[src/rtl/reg_pipe_pkg.sv]
// Shared constants for the extracted 2-register delay pipeline units.
//   PIPE_DATA_WIDTH : width of the pipeline output word
//   clog2()         : ceiling log2, usable in constant expressions
//   PIPE_DEPTH / PIPE_PTR_W / PIPE_OCC_W : default buffer geometry
package reg_pipe_pkg;
  localparam int PIPE_DATA_WIDTH = 8;

  function automatic int clog2(input int v);
    int r;
    r = 0;
    while ((1 << r) < v) r++;
    return r;
  endfunction

  localparam int PIPE_DEPTH = 4;
  localparam int PIPE_PTR_W = clog2(PIPE_DEPTH);
  localparam int PIPE_OCC_W = clog2(PIPE_DEPTH) + 1;
endpackage

[src/rtl/reg_pipe_out_buffer_sat_counter.sv]
// Saturating up-counter with clear.
//   clk, rst_n : clock, async active-low reset
//   inc        : count one event (holds at all-ones)
//   clr        : clear; a simultaneous inc restarts the count at 1
//   cnt        : current count
module sat_counter #(
  parameter int WIDTH = 8
) (
  input  logic             clk,
  input  logic             rst_n,
  input  logic             inc,
  input  logic             clr,
  output logic [WIDTH-1:0] cnt
);
  logic [WIDTH-1:0] r_cnt;

  always_ff @(posedge clk or negedge rst_n) begin
    if (!rst_n)                      r_cnt <= '0;
    else if (clr)                    r_cnt <= inc ? WIDTH'(1) : '0;
    else if (inc && (r_cnt != '1))   r_cnt <= r_cnt + WIDTH'(1);
  end

  assign cnt = r_cnt;
endmodule

[src/rtl/reg_pipe_out_buffer.sv]
// Output buffer behind the 2-register delay pipeline: a first-word-fall-through
// FIFO that captures din when din_vld is high (no upstream backpressure) and
// presents the head on a valid/ready port. Words arriving while full with no
// pop are dropped and counted.
//   clk, rst_n         : clock, async active-low reset
//   din, din_vld       : pipeline output word and its valid flag
//   dout, dout_vld     : head word (0 while empty), FIFO non-empty
//   dout_rd            : consumer accepts dout this cycle
//   occupancy          : stored words, 0..DEPTH
//   overflow, drop_cnt : sticky drop flag, saturating drop count
//   clr_ovf            : clears overflow and drop_cnt
module reg_pipe_out_buffer
  import reg_pipe_pkg::*;
#(
  parameter int DATA_WIDTH = PIPE_DATA_WIDTH,
  parameter int DEPTH      = PIPE_DEPTH,
  parameter int CNT_WIDTH  = 8
) (
  input  logic                    clk,
  input  logic                    rst_n,
  input  logic [DATA_WIDTH-1:0]   din,
  input  logic                    din_vld,
  output logic [DATA_WIDTH-1:0]   dout,
  output logic                    dout_vld,
  input  logic                    dout_rd,
  output logic [clog2(DEPTH):0]   occupancy,
  output logic                    overflow,
  input  logic                    clr_ovf,
  output logic [CNT_WIDTH-1:0]    drop_cnt
);
  localparam int PTR_W = clog2(DEPTH);
  localparam int OCC_W = PTR_W + 1;

  logic [DATA_WIDTH-1:0] r_mem [DEPTH];
  logic [PTR_W-1:0]      r_wr_ptr, r_rd_ptr;
  logic [OCC_W-1:0]      r_occ;
  logic                  r_ovf;

  logic w_empty, w_full, w_pop, w_push, w_drop;

  // Full/empty come from the occupancy count, so pointer equality is never
  // ambiguous.
  assign w_empty = (r_occ == '0);
  assign w_full  = (r_occ == OCC_W'(DEPTH));
  assign w_pop   = dout_rd & ~w_empty;
  // A pop frees a slot in the same cycle, so full + pop still accepts din.
  assign w_push  = din_vld & (~w_full | w_pop);
  assign w_drop  = din_vld & ~w_push;

  // Storage carries no reset; validity is tracked by r_occ alone.
  always_ff @(posedge clk) begin
    if (w_push) r_mem[r_wr_ptr] <= din;
  end

  always_ff @(posedge clk or negedge rst_n) begin
    if (!rst_n) begin
      r_wr_ptr <= '0;
      r_rd_ptr <= '0;
      r_occ    <= '0;
    end else begin
      if (w_push) r_wr_ptr <= r_wr_ptr + PTR_W'(1);
      if (w_pop)  r_rd_ptr <= r_rd_ptr + PTR_W'(1);
      if (w_push && !w_pop)      r_occ <= r_occ + OCC_W'(1);
      else if (w_pop && !w_push) r_occ <= r_occ - OCC_W'(1);
    end
  end

  // A drop in the same cycle as a clear wins, leaving the flag set.
  always_ff @(posedge clk or negedge rst_n) begin
    if (!rst_n)       r_ovf <= 1'b0;
    else if (w_drop)  r_ovf <= 1'b1;
    else if (clr_ovf) r_ovf <= 1'b0;
  end

  sat_counter #(.WIDTH(CNT_WIDTH)) u_drop_cnt (
    .clk   (clk),
    .rst_n (rst_n),
    .inc   (w_drop),
    .clr   (clr_ovf),
    .cnt   (drop_cnt)
  );

  // Head is read from registered state only; empty forces zero, so there is
  // no path from din to dout.
  assign dout      = w_empty ? '0 : r_mem[r_rd_ptr];
  assign dout_vld  = ~w_empty;
  assign occupancy = r_occ;
  assign overflow  = r_ovf;
endmodule
[config.mk]
export PLATFORM = sky130hd
export DESIGN_NAME = reg_pipe_out_buffer
export DESIGN_NICKNAME = d
export VERILOG_FILES = /design/src/rtl/reg_pipe_pkg.sv /design/src/rtl/reg_pipe_out_buffer_sat_counter.sv /design/src/rtl/reg_pipe_out_buffer.sv
export SDC_FILE = /design/constraint.sdc
export NUM_CORES = 1
export LEC_CHECK = 0
export ABC_AREA = 1
export CAP_MARGIN = 20
export CORE_ASPECT_RATIO = 0.75
export CORE_MARGIN = 2
export CORE_UTILIZATION = 53
export DETAILED_ROUTE_END_ITERATION = 12
export PLACE_DENSITY = 0.79
export SKIP_LAST_GASP = 1
export SLEW_MARGIN = 20
export SYNTH_ARGS = -nofsm -noshare
export SYNTH_HDL_FRONTEND = slang
export SYNTH_SLANG_ARGS = --single-unit
[constraint.sdc]
create_clock -name clk -period 2.3 [get_ports clk]
set_clock_uncertainty 0.05 [all_clocks]
set_input_delay 0.69 -clock clk [delete_from_list [all_inputs] [get_ports clk]]
set_output_delay 0.69 -clock clk [all_outputs]
set_load 0.02 [all_outputs]
==> results.txt, run 1 <==
----------------------------------------------------
[Outcome]
  Run status ... complete, no violations

[Synthesis]
  Largest family of logic cells by synthesized area ... simple AND/OR/NAND/NOR gates
  Simple-gate area share of the yosys netlist ... 0.2076
  Sequential cell area fraction in the yosys report ... 0.6136
  Fraction of the mapped netlist area in compound gates ... 0.06543
  Number of instances in the synthesized netlist ... between 200 and 250
  Average footprint of a synthesized cell ... 9.948 um^2
  Post-synthesis instance area ... 0.002218 mm^2
  Main flop type after synthesis ... sky130_fd_sc_hd__edfxtp_1
  Fraction of synthesis flops using an asynchronous set or reset pin ... 0.3333
  Yosys top cell area share ... 0.4332
  Number of synthesized register bits ... 48
  Post-synth EDFFs ... 32
  Post-synthesis xor/xnor area fraction ... 0.01974
  Synth area leaders ... sky130_fd_sc_hd__edfxtp_1 (43%), sky130_fd_sc_hd__dfrtp_1 (18%), sky130_fd_sc_hd__nor2_1 (9.0%)
  Synthesized-area fraction occupied by adder cells ... 0.04287
  Number of warnings printed during yosys synthesis ... 0
  Post-synthesis mux area share ... 0.005076
  Cell type with the highest aggregate area in the netlist ... sky130_fd_sc_hd__edfxtp_1
  Number of distinct library cells after synthesis ... 24
  Synthesized netlist net count ... 243

[Setup path]
  Length in cells of the worst reg-to-reg path ... 9
  Critical Path RT ... about 1.6 ns
  Worst setup path class ... reg2out
  Destination of the worst register-to-register timing path ... occupancy[1]
  Type of origin of the critical path ... register
  Standard cell with the maximum stage delay on the critical path ... sky130_fd_sc_hd__dfrtp_2
  Critical Path Max Stage Delay ... 0.42 ns
  Cell chain of the critical path ... buf_12 -> nor2_1 -> nor2_1 -> o21ai_0 -> a21oi_1 -> clkdlybuf4s15_2
  Register-to-register setup slack ... 0.36 ns
  Most prevalent standard cell on the critical path ... sky130_fd_sc_hd__nor2_1
  Peak fanout along the critical path ... 17
  Launch instance of the worst register-to-register path ... occupancy[1]
  CP endpoint kind ... output port
  Worst endpoint data arrival time ... about 1.5 ns

[Clocking]
  TritonCTS clock tree ... yes
  H-Tree Level Count ... 2
  Root Buffer ... sky130_fd_sc_hd__clkbuf_8
  Clock-pin slew on the worst setup and hold paths ... approximately 0.080 ns
  Later-pin clock latency in the skew report ... 0.30 ns
  Max clock buf depth ... 2
  TritonCTS Buffers ... 5
  CTS sink count ... 48

[Placement]
  Placed cell area ... 0.002758 mm^2
  Number of I/O port buffers ... 33
  Global placer's final weighted congestion ... 0.8412
  HPWL after DPL ... 3023 um

[STA]
  Unrepaired setup endpoints after global routing ... yes
  Minimum clock period after layout ... 2.225 ns
  Worst Tran Pin Value ... 0.2268 ns
  Slew Limit Headroom ... 0.8483
  Finish-stage setup viols ... 0
  Number of slew-limit violations in the final report ... 0
  Count of endpoints failing hold in the final timing report ... 0
  Final Cycle Share ... 0.9673
  Timing-limited maximum frequency ... between 400 and 500 MHz
  Setup Total Neg Slack ... 0 ns

[Hold path]
  Hold WC Path Type ... reg2reg
  Hold-critical path endpoint ... overflow
  Hold Startpoint ... overflow
  Cell count of the worst hold path ... 2

[Route]
  Remaining antenna violation count ... 0
  Vias after detailed routing ... around 1600
  DR iter-0 viols ... 137
  # DRC ... 0
  Total wire length ... 4351 um
  Post-DR vias/cell ... between 4 and 5
  Routed wire length per instance ... 12.99 um
  Number of search-and-repair iterations in the first detailed-routing pass ... 4

[Cells and area]
  Net total in the final layout ... 299
  Post-synthesis to final-layout area growth ... 26.79%
  Final Instance Area ... 0.002813 mm^2
  Commonest non-fill, non-tap cell in the layout ... sky130_fd_sc_hd__nor2_1
  Share of final-layout standard cells stronger than drive strength 1 ... 0.1857
  Antenna Diode Count ... 0
  Highest-count cells in the layout ignoring fill and taps ... sky130_fd_sc_hd__nor2_1 (53), sky130_fd_sc_hd__nand2_1 (38), sky130_fd_sc_hd__edfxtp_1 (32)

[Global routing]
  Via count of the first global-routing pass ... ~1400
  Overall overflow remaining after global route ... 0
  Largest net degree at the start of global routing ... 18
  Aggregate global-route resource usage ... 0.2028
  Global-route wire length before repair ... 6975 um
  Number of antenna violations at the first check in global routing ... 0

[Run]
  Number of max-cap violations ... 0

[Floorplanning]
  Starting density of the core ... 0.5506
  Total number of placement rows ... 20
  Die width ... 78.71 um
  Vertical extent of the die ... 60.03 um
  Floorplan die area ... around 0.0047 mm^2
  Core Area ... about 0.0040 mm^2
  Top-Level Pins ... 34

[Power]
  Worst IR Drop VDD ... 0.0007113 V
  Cell area power density ... 1111 mW/mm^2
  Standby leakage power ... ~1.2 nW

----------------------------------------------------
-- cell usage after synthesis (4+ instances only) --
master                     instances
sky130_fd_sc_hd__nand3_1           7
sky130_fd_sc_hd__edfxtp_1         32
sky130_fd_sc_hd__dfrtp_1          16
sky130_fd_sc_hd__ha_1              6
sky130_fd_sc_hd__nand2_1          38
sky130_fd_sc_hd__xor2_1            4
sky130_fd_sc_hd__o21ai_0           7
sky130_fd_sc_hd__a21oi_1          11
sky130_fd_sc_hd__inv_1            15
sky130_fd_sc_hd__o21ai_1          11
sky130_fd_sc_hd__inv_2             5
sky130_fd_sc_hd__nor2_1           53
-- power breakdown --
group          internal, mW  leakage (nW)  switching, mW
Combinational         0.593         0.659          0.853
Sequential             1.12         0.500         0.0921
Clock                 0.211        0.0388          0.257
-- registers in the layout, summed over array words and instances, names as in the netlist --
| signal | flops |
|---|---|
| u_drop_cnt.cnt | 8 |
| r_rd_ptr | 2 |
| r_wr_ptr | 2 |
| r_mem | 32 |
| occupancy | 3 |
| overflow | 1 |
-- layout make-up --
| type | count | area (um^2) |
|---|---|---|
| fill | 295 | 1216 |
| timing repair buffer | 53 | 460.4 |
| clock inverter | 2 | 11.26 |
| sequential | 48 | 1363 |
| tap | 55 | 68.82 |
| inverter | 21 | 81.33 |
| clock buffer | 6 | 72.57 |
| multi-input combinational | 150 | 755.7 |
-- per-layer routing --
metal | vias up | track usage | wire length, um
met1 | 750 | 0.2991 | 2035
met5 | - | 0 | 0
met4 | 0 | 0.04511 | 39
li1 | 841 | - | -
met3 | 5 | 0.06344 | 290
met2 | 41 | 0.2991 | 1986
-- worst max path at each step --
stage	from	end	slack, ns
after global routing	r_rd_ptr[0]	dout[3]	-0.05
after global placement	dout_rd	occupancy[1]	-0.19
after detailed placement	dout_rd	occupancy[1]	-0.26
after floorplan	dout_rd	occupancy[1]	0.15
after CTS	r_rd_ptr[0]	dout[4]	-0.008
final	r_rd_ptr[0]	dout[3]	0.08
-- worst max-delay path, delay by kind of cell (launching register included) --
kind | cells | cell delay [ns]
flops | 1 | 0.42
compound gates | 2 | 0.22
buf+inv | 2 | 0.43
simple gates | 2 | 0.13
-- kinds of logic after synthesis --
logic type      count (synthesis)
fa+ha+maj                       7
flops                          48
xor+xnor                        5
buf+inv                        25
simple gates                  108
compound gates                 29
mux                             1
-- stage by stage --
step / hold WS, ns / std cells / total power [mW] / setup slack (ns) / util
2_1_floorplan: 0.3444 / 223 / 2.066 / 0.1506 / -
3_3_place_gp: 0.4198 / 327 / 2.722 / -0.1926 / 0.6845
3_5_place_dp: 0.4328 / 327 / 2.755 / -0.2572 / 0.6845
4_1_cts: 0.4518 / 335 / 3.174 / -0.008232 / 0.7047
5_1_grt: 0.4625 / 335 / 3.331 / -0.05346 / 0.6981
6_report: 0.4426 / 335 / 3.125 / 0.07524 / 0.6981
-- what timing repair did --
| item | in CTS | in global routing |
|---|---|---|
| hold buffers | 0 | 0 |
| pin swaps | 0 | 2 |
| buffers inserted | 0 | 0 |
| setup endpoints to repair | 9 | 9 |
| gates resized for setup | 27 | 10 |
| gates cloned | 0 | 0 |
Power figures use the tool's default switching activity.
==> run 2: changes to the inputs <==
- CELL_PAD_IN_SITES_DETAIL_PLACEMENT: not set -> 1
- CELL_PAD_IN_SITES_GLOBAL_PLACEMENT: not set -> 1
- CORE_UTILIZATION: 53 -> 41
- PLACE_DENSITY: 0.79 -> not set
- PLACE_DENSITY_LB_ADDON: not set -> 0.1
==> results.txt, run 2 (same netlist as run 1, synthesis figures left out) <==
----------------------------------------------------
[STA]
  Finish-stage setup viols ... 0 (unchanged)
  Timing-limited maximum frequency ... 457.4 MHz (+1.8%)
  Smallest hold slack ... 0.4432 ns (+0.0006340 ns)
  Final Cycle Share ... 0.9506 (-0.01668)
  Final worst setup slack ... 0.1136 ns (+0.03837 ns)
  Slew Limit Headroom ... 0.8459 (-0.002462)
  Number of slew-limit violations in the final report ... 0 (unchanged)
  Worst Tran Pin Value ... 0.2288 ns (+0.001984 ns)
  Unrepaired setup endpoints after global routing ... yes
  Count of endpoints failing hold in the final timing report ... 0 (unchanged)
  Minimum clock period after layout ... 2.186 ns (-0.03837 ns)

[Route]
  Total wire length ... 5148 um (+18%)
  Remaining antenna violation count ... 0 (unchanged)
  Number of search-and-repair iterations in the first detailed-routing pass ... 4 (unchanged)
  DR iter-0 viols ... 50 (-64%)
  Routed wire length per instance ... 14.30 um (+10%)
  Post-DR vias/cell ... 4.756 (-2.7%)
  Vias after detailed routing ... 1712 (+4.6%)
  # DRC ... 0 (unchanged)

[Run]
  Number of max-cap violations ... 0 (unchanged)

[Clocking]
  Max clock buf depth ... 2 (unchanged)
  TritonCTS clock tree ... yes
  H-Tree Level Count ... 2 (unchanged)
  Root Buffer ... sky130_fd_sc_hd__clkbuf_8
  CTS sink count ... 48 (unchanged)
  Later-pin clock latency in the skew report ... 0.30 ns (about the same)
  TritonCTS Buffers ... 5 (unchanged)
  Clock-pin slew on the worst setup and hold paths ... 0.09 ns (about the same)

[Setup path]
  Register-to-register setup slack ... 0.34 ns (-0.02 ns)
  CP endpoint kind ... output port
  Worst setup path class ... reg2out
  Worst endpoint data arrival time ... 1.45 ns (-0.03 ns)
  Type of origin of the critical path ... register
  Peak fanout along the critical path ... 11 (-6)
  Critical Path RT ... 1.56 ns (about the same)

[Placement]
  Number of I/O port buffers ... 33 (unchanged)
  Worst slack at placement ... -0.3088 ns (-0.05160 ns)
  HPWL after DPL ... 3706 um (+23%)
  Global placer's final weighted congestion ... 0.7721 (-8.2%)

[Global routing]
  Via count of the first global-routing pass ... 1833 (+29%)
  Overall overflow remaining after global route ... 0 (unchanged)
  Global-route wire length before repair ... 8797 um (+26%)
  Number of antenna violations at the first check in global routing ... 0 (unchanged)
  Aggregate global-route resource usage ... 0.1968 (-0.006089)
  Largest net degree at the start of global routing ... 17 (-1)

[Cells and area]
  Net total in the final layout ... 304 (+1.7%)
  Register with the most flip-flops ... r_mem
  Max reg flops ... 32 (unchanged)
  Commonest non-fill, non-tap cell in the layout ... sky130_fd_sc_hd__nor2_1
  Antenna Diode Count ... 0 (unchanged)
  Share of final-layout standard cells stronger than drive strength 1 ... 0.2105 (+0.02481)
  Highest-count cells in the layout ignoring fill and taps ... sky130_fd_sc_hd__nor2_1 (53), sky130_fd_sc_hd__nand2_1 (38), sky130_fd_sc_hd__edfxtp_1 (32)
  Post-synthesis to final-layout area growth ... 31.19%
  Filler cell count ... 605 (+110%)

[Floorplanning]
  Die width ... 88.94 um (+13%)
  Top-Level Pins ... 34 (unchanged)
  Starting density of the core ... 0.4212 (-0.1294)
  Total number of placement rows ... 23 (+15%)
  Core Area ... 0.005266 mm^2 (+31%)
  Vertical extent of the die ... 67.70 um (+13%)
  Floorplan die area ... 0.006021 mm^2 (+27%)

[Power]
  Worst IR Drop VDD ... 0.0003869 V (-46%)
  Standby leakage power ... 1.228 nW (+2.5%)
  Final Power ... 3.371 mW (+7.9%)
  Cell area power density ... 1158 mW/mm^2 (+4.2%)

[Hold path]
  Hold WC Path Type ... reg2reg

[Outcome]
  Run status ... complete, no violations

----------------------------------------------------
==> run 2: power breakdown <==
part           internal [mW]  total (mW)  switching (mW)
combinational          0.666        1.57           0.901
sequential              1.12        1.21          0.0898
clock                  0.323       0.595           0.272
==> run 2: metal layers <==
layer / up-vias / track usage / share of wire
li1: 850 / - / -
met1: 830 / 0.2706 / 0.48
met2: 28 / 0.3209 / 0.47
met3: 4 / 0.03667 / 0.037
met4: 0 / 0.05597 / 0.0085
met5: - / 0 / 0
==> run 2: what timing repair did <==
item,4_1_cts,5_1_grt
resized for setup,32,12
cloned,0,0
buffers inserted,0,0
hold buffers,0,0
endpoints found under the setup margin,10,7
pin swaps,2,2
==> run 2: final timing paths <==
check / start / end / cells past startpoint
max in group asynchronous: rst_n / r_rd_ptr[0] / 2
min in group asynchronous: rst_n / u_drop_cnt.cnt[5] / 2
worst max-delay path: r_rd_ptr[0] / dout[4] / 5
worst max register to register: occupancy[1] / occupancy[1] / 9
worst min register to register: overflow / overflow / 2
worst min-delay path: overflow / overflow / 2
==> run 2: worst max-delay path, cell delays in order (launching register included) <==
cell and delay [ns]:
sky130_fd_sc_hd__dfrtp_2 0.46, sky130_fd_sc_hd__inv_2 0.12, sky130_fd_sc_hd__buf_12 0.14, sky130_fd_sc_hd__o21ai_0 0.11
sky130_fd_sc_hd__a21oi_2 0.14, sky130_fd_sc_hd__buf_2 0.17
==> run 2: final cells by class <==
type | instances | area (um^2) | share of cell area
multi-input combinational | 150 | 767.0 | 0.2635
tap | 75 | 93.84 | 0.03224
sequential | 48 | 1363 | 0.4682
clock inverter | 2 | 35.03 | 0.01204
inverter | 21 | 82.58 | 0.02837
clock buffer | 6 | 72.57 | 0.02494
timing repair buffer | 58 | 496.7 | 0.1707
==> run 2: stage by stage <==
| stage | utilization | area [um^2] | cells | TNS (ns) |
|---|---|---|---|---|
| CTS | 0.5552 | 2924 | 360 | 0 |
| global placement | 0.5355 | 2820 | 352 | -0.5146 |
| finish | 0.5526 | 2910 | 360 | 0 |
| global route | 0.5526 | 2910 | 360 | -0.05097 |
| floorplan | - | 2218 | 223 | 0 |
| detailed placement | 0.5355 | 2820 | 352 | -0.8443 |
==> run 3: changes to the inputs <==
- CAP_MARGIN: 20 -> not set
- CORE_UTILIZATION: 41 -> 37
- clock period: 2.3 -> 2 ns (I/O delays scaled with it)
==> results.txt, run 3 (same netlist as run 1, synthesis figures left out) <==
----------------------------------------------------
[Clocking]
  TritonCTS clock tree ... yes
  H-Tree Level Count ... 2 (unchanged)
  Later-pin clock latency in the skew report ... 0.29 ns (about the same)
  TritonCTS Buffers ... 5 (unchanged)
  Root Buffer ... sky130_fd_sc_hd__clkbuf_8
  Hold-fix buffers at CTS ... 0 (unchanged)
  Clock-pin slew on the worst setup and hold paths ... 0.08 ns (about the same)
  Max clock buf depth ... 2 (unchanged)
  CTS sink count ... 48 (unchanged)

[Cells and area]
  Utilization after layout ... 0.5250 (-0.02758)
  Commonest non-fill, non-tap cell in the layout ... sky130_fd_sc_hd__nor2_1
  Max reg flops ... 32 (unchanged)
  Highest-count cells in the layout ignoring fill and taps ... sky130_fd_sc_hd__nor2_1 (45), sky130_fd_sc_hd__nand2_1 (36), sky130_fd_sc_hd__buf_4 (33)
  Post-synthesis to final-layout area growth ... 37.17%
  Antenna Diode Count ... 0 (unchanged)
  Share of final-layout standard cells stronger than drive strength 1 ... 0.2740 (+0.06345)
  Net total in the final layout ... 311 (+2.3%)
  Register with the most flip-flops ... r_mem

[Floorplanning]
  Total number of placement rows ... 24 (+4.3%)
  Top-Level Pins ... 34 (unchanged)
  Starting density of the core ... 0.3828 (-0.03847)
  Floorplan die area ... 0.006638 mm^2 (+10%)
  Core Area ... 0.005796 mm^2 (+10%)
  Die width ... 93.41 um (+5.0%)
  Vertical extent of the die ... 71.06 um (+5.0%)

[Global routing]
  Global-route wire length before repair ... 8949 um (+1.7%)
  Aggregate global-route resource usage ... 0.1750 (-0.02179)
  Largest net degree at the start of global routing ... 17 (unchanged)
  Overall overflow remaining after global route ... 0 (unchanged)
  Via count of the first global-routing pass ... 1818 (-0.82%)
  Number of antenna violations at the first check in global routing ... 0 (unchanged)

[STA]
  Minimum clock period after layout ... 2.067 ns
  Finish-stage setup viols ... 8 (+8)
  Slew Limit Headroom ... 0.8473 (+0.001440)
  Final worst setup slack ... -0.06737 ns (-0.1810 ns)
  Count of endpoints failing hold in the final timing report ... 0 (unchanged)
  Number of slew-limit violations in the final report ... 0 (unchanged)
  Unrepaired setup endpoints after global routing ... yes
  Worst Tran Pin Value ... 0.2285 ns (-0.0002842 ns)
  Setup Total Neg Slack ... -0.3300 ns (-0.3300 ns)
  Timing-limited maximum frequency ... 483.7 MHz
  Final Cycle Share ... 1.034

[Outcome]
  Failing checks ... negative setup slack
  Run status ... finished, violations left

[Hold path]
  Cell count of the worst hold path ... 2 (unchanged)
  Hold WC Path Type ... reg2reg

[Setup path]
  Worst setup path class ... reg2out
  Critical Path RT ... 1.35 ns (-0.21 ns)
  Length in cells of the worst reg-to-reg path ... 9 (unchanged)
  Peak fanout along the critical path ... 7 (-4)
  Type of origin of the critical path ... register
  Worst endpoint data arrival time ... 1.42 ns (-0.03 ns)
  CP endpoint kind ... output port

[Placement]
  HPWL after DPL ... 3934 um (+6.2%)
  Global placer's final weighted congestion ... 0.7548 (-2.2%)
  Number of I/O port buffers ... 33 (unchanged)

[Run]
  Number of max-cap violations ... 0 (unchanged)

[Route]
  Number of search-and-repair iterations in the first detailed-routing pass ... 4 (unchanged)
  # DRC ... 0 (unchanged)
  Post-DR vias/cell ... 4.586 (-3.6%)
  Total wire length ... 5371 um (+4.3%)
  DR iter-0 viols ... 50 (unchanged)
  Vias after detailed routing ... 1697 (-0.88%)
  Remaining antenna violation count ... 0 (unchanged)
  Routed wire length per instance ... 14.52 um (+1.5%)

[Power]
  Worst IR Drop VDD ... 0.0006479 V (+67%)
  Cell area power density ... 1347 mW/mm^2 (+16%)
  Standby leakage power ... 1.340 nW (+9.2%)

----------------------------------------------------
==> run 3: cell types whose count changed in the layout (fill, tap and decap cells not counted), moves of 3 or more <==
| cell | change |
|---|---|
| sky130_fd_sc_hd__buf_2 | -6 |
| sky130_fd_sc_hd__nor2_4 | +3 |
| sky130_fd_sc_hd__clkdlybuf4s50_1 | -9 |
| sky130_fd_sc_hd__buf_4 | +8 |
| sky130_fd_sc_hd__nor2_2 | +5 |
| sky130_fd_sc_hd__buf_6 | +4 |
| sky130_fd_sc_hd__o21ai_0 | -6 |
| sky130_fd_sc_hd__dlygate4sd2_1 | +6 |
| sky130_fd_sc_hd__nor2_1 | -8 |
| sky130_fd_sc_hd__o21ai_1 | +7 |
==> run 3: final timing paths <==
| kind | start | end | slack (ns) |
|---|---|---|---|
| setup reg to reg | occupancy[0] | occupancy[1] | 0.05 |
| hold / removal | overflow | overflow | 0.45 |
| max in group asynchronous | rst_n | r_rd_ptr[0] | 1.11 |
| hold reg to reg | overflow | overflow | 0.45 |
| setup / recovery | r_rd_ptr[0] | dout[0] | -0.07 |
| min in group asynchronous | rst_n | u_drop_cnt.cnt[5] | 0.57 |
==> run 3: worst max-delay path, cell delays in order, from the launching register on <==
cell and delay, ns:
sky130_fd_sc_hd__dfrtp_2 0.45, sky130_fd_sc_hd__buf_6 0.16, sky130_fd_sc_hd__nor2_1 0.05, sky130_fd_sc_hd__nor2_1 0.07, sky130_fd_sc_hd__o21ai_1 0.08, sky130_fd_sc_hd__a21oi_1 0.16
sky130_fd_sc_hd__buf_4 0.16
==> run 3: repair_timing <==
action / in CTS / in global routing
endpoints found under the setup margin: 17 / 13
cloned: 0 / 0
pin swaps: 7 / 13
setup buffers: 0 / 2
gates resized for setup: 69 / 12
==> run 3: metal layers <==
metal | GRT usage | wire, um
met5 | 0 | 0
met4 | 0.02451 | 20
met2 | 0.2870 | 2478
met1 | 0.2479 | 2684
met3 | 0.03621 | 188
==> run 3: metrics by stage <==
stage / instances / power [mW] / hold WS (ns) / cell area [um^2] / setup slack [ns]
floorplan: 223 / 2.392 / 0.2544 / 2230 / 0.01876
detailed placement: 360 / 3.393 / 0.4292 / 2885 / -0.5058
finish: 370 / 4.100 / 0.4486 / 3043 / -0.06737
CTS: 368 / 4.092 / 0.4559 / 3002 / -0.08823
global placement: 360 / 3.337 / 0.4179 / 2885 / -0.4517
global route: 370 / 4.394 / 0.4885 / 3043 / -0.1744
==> run 3: layout make-up <==
type                    instances  area [um^2]
fillers                       668         2753
flip-flops and latches         48         1364
multi-input cells             150        804.5
repair buffers                 65        584.3
well taps                      78        97.59
inverters                      21        81.33
clock buffers                   5        68.82
clock inverters                 3        42.54
==> run 3: power breakdown <==
group / internal (mW) / switching [mW] / leakage [nW]
clock network: 0.370 / 0.313 / 0.0541
registers: 1.29 / 0.129 / 0.499
logic: 0.916 / 1.08 / 0.788
total: 2.58 / 1.52 / 1.34
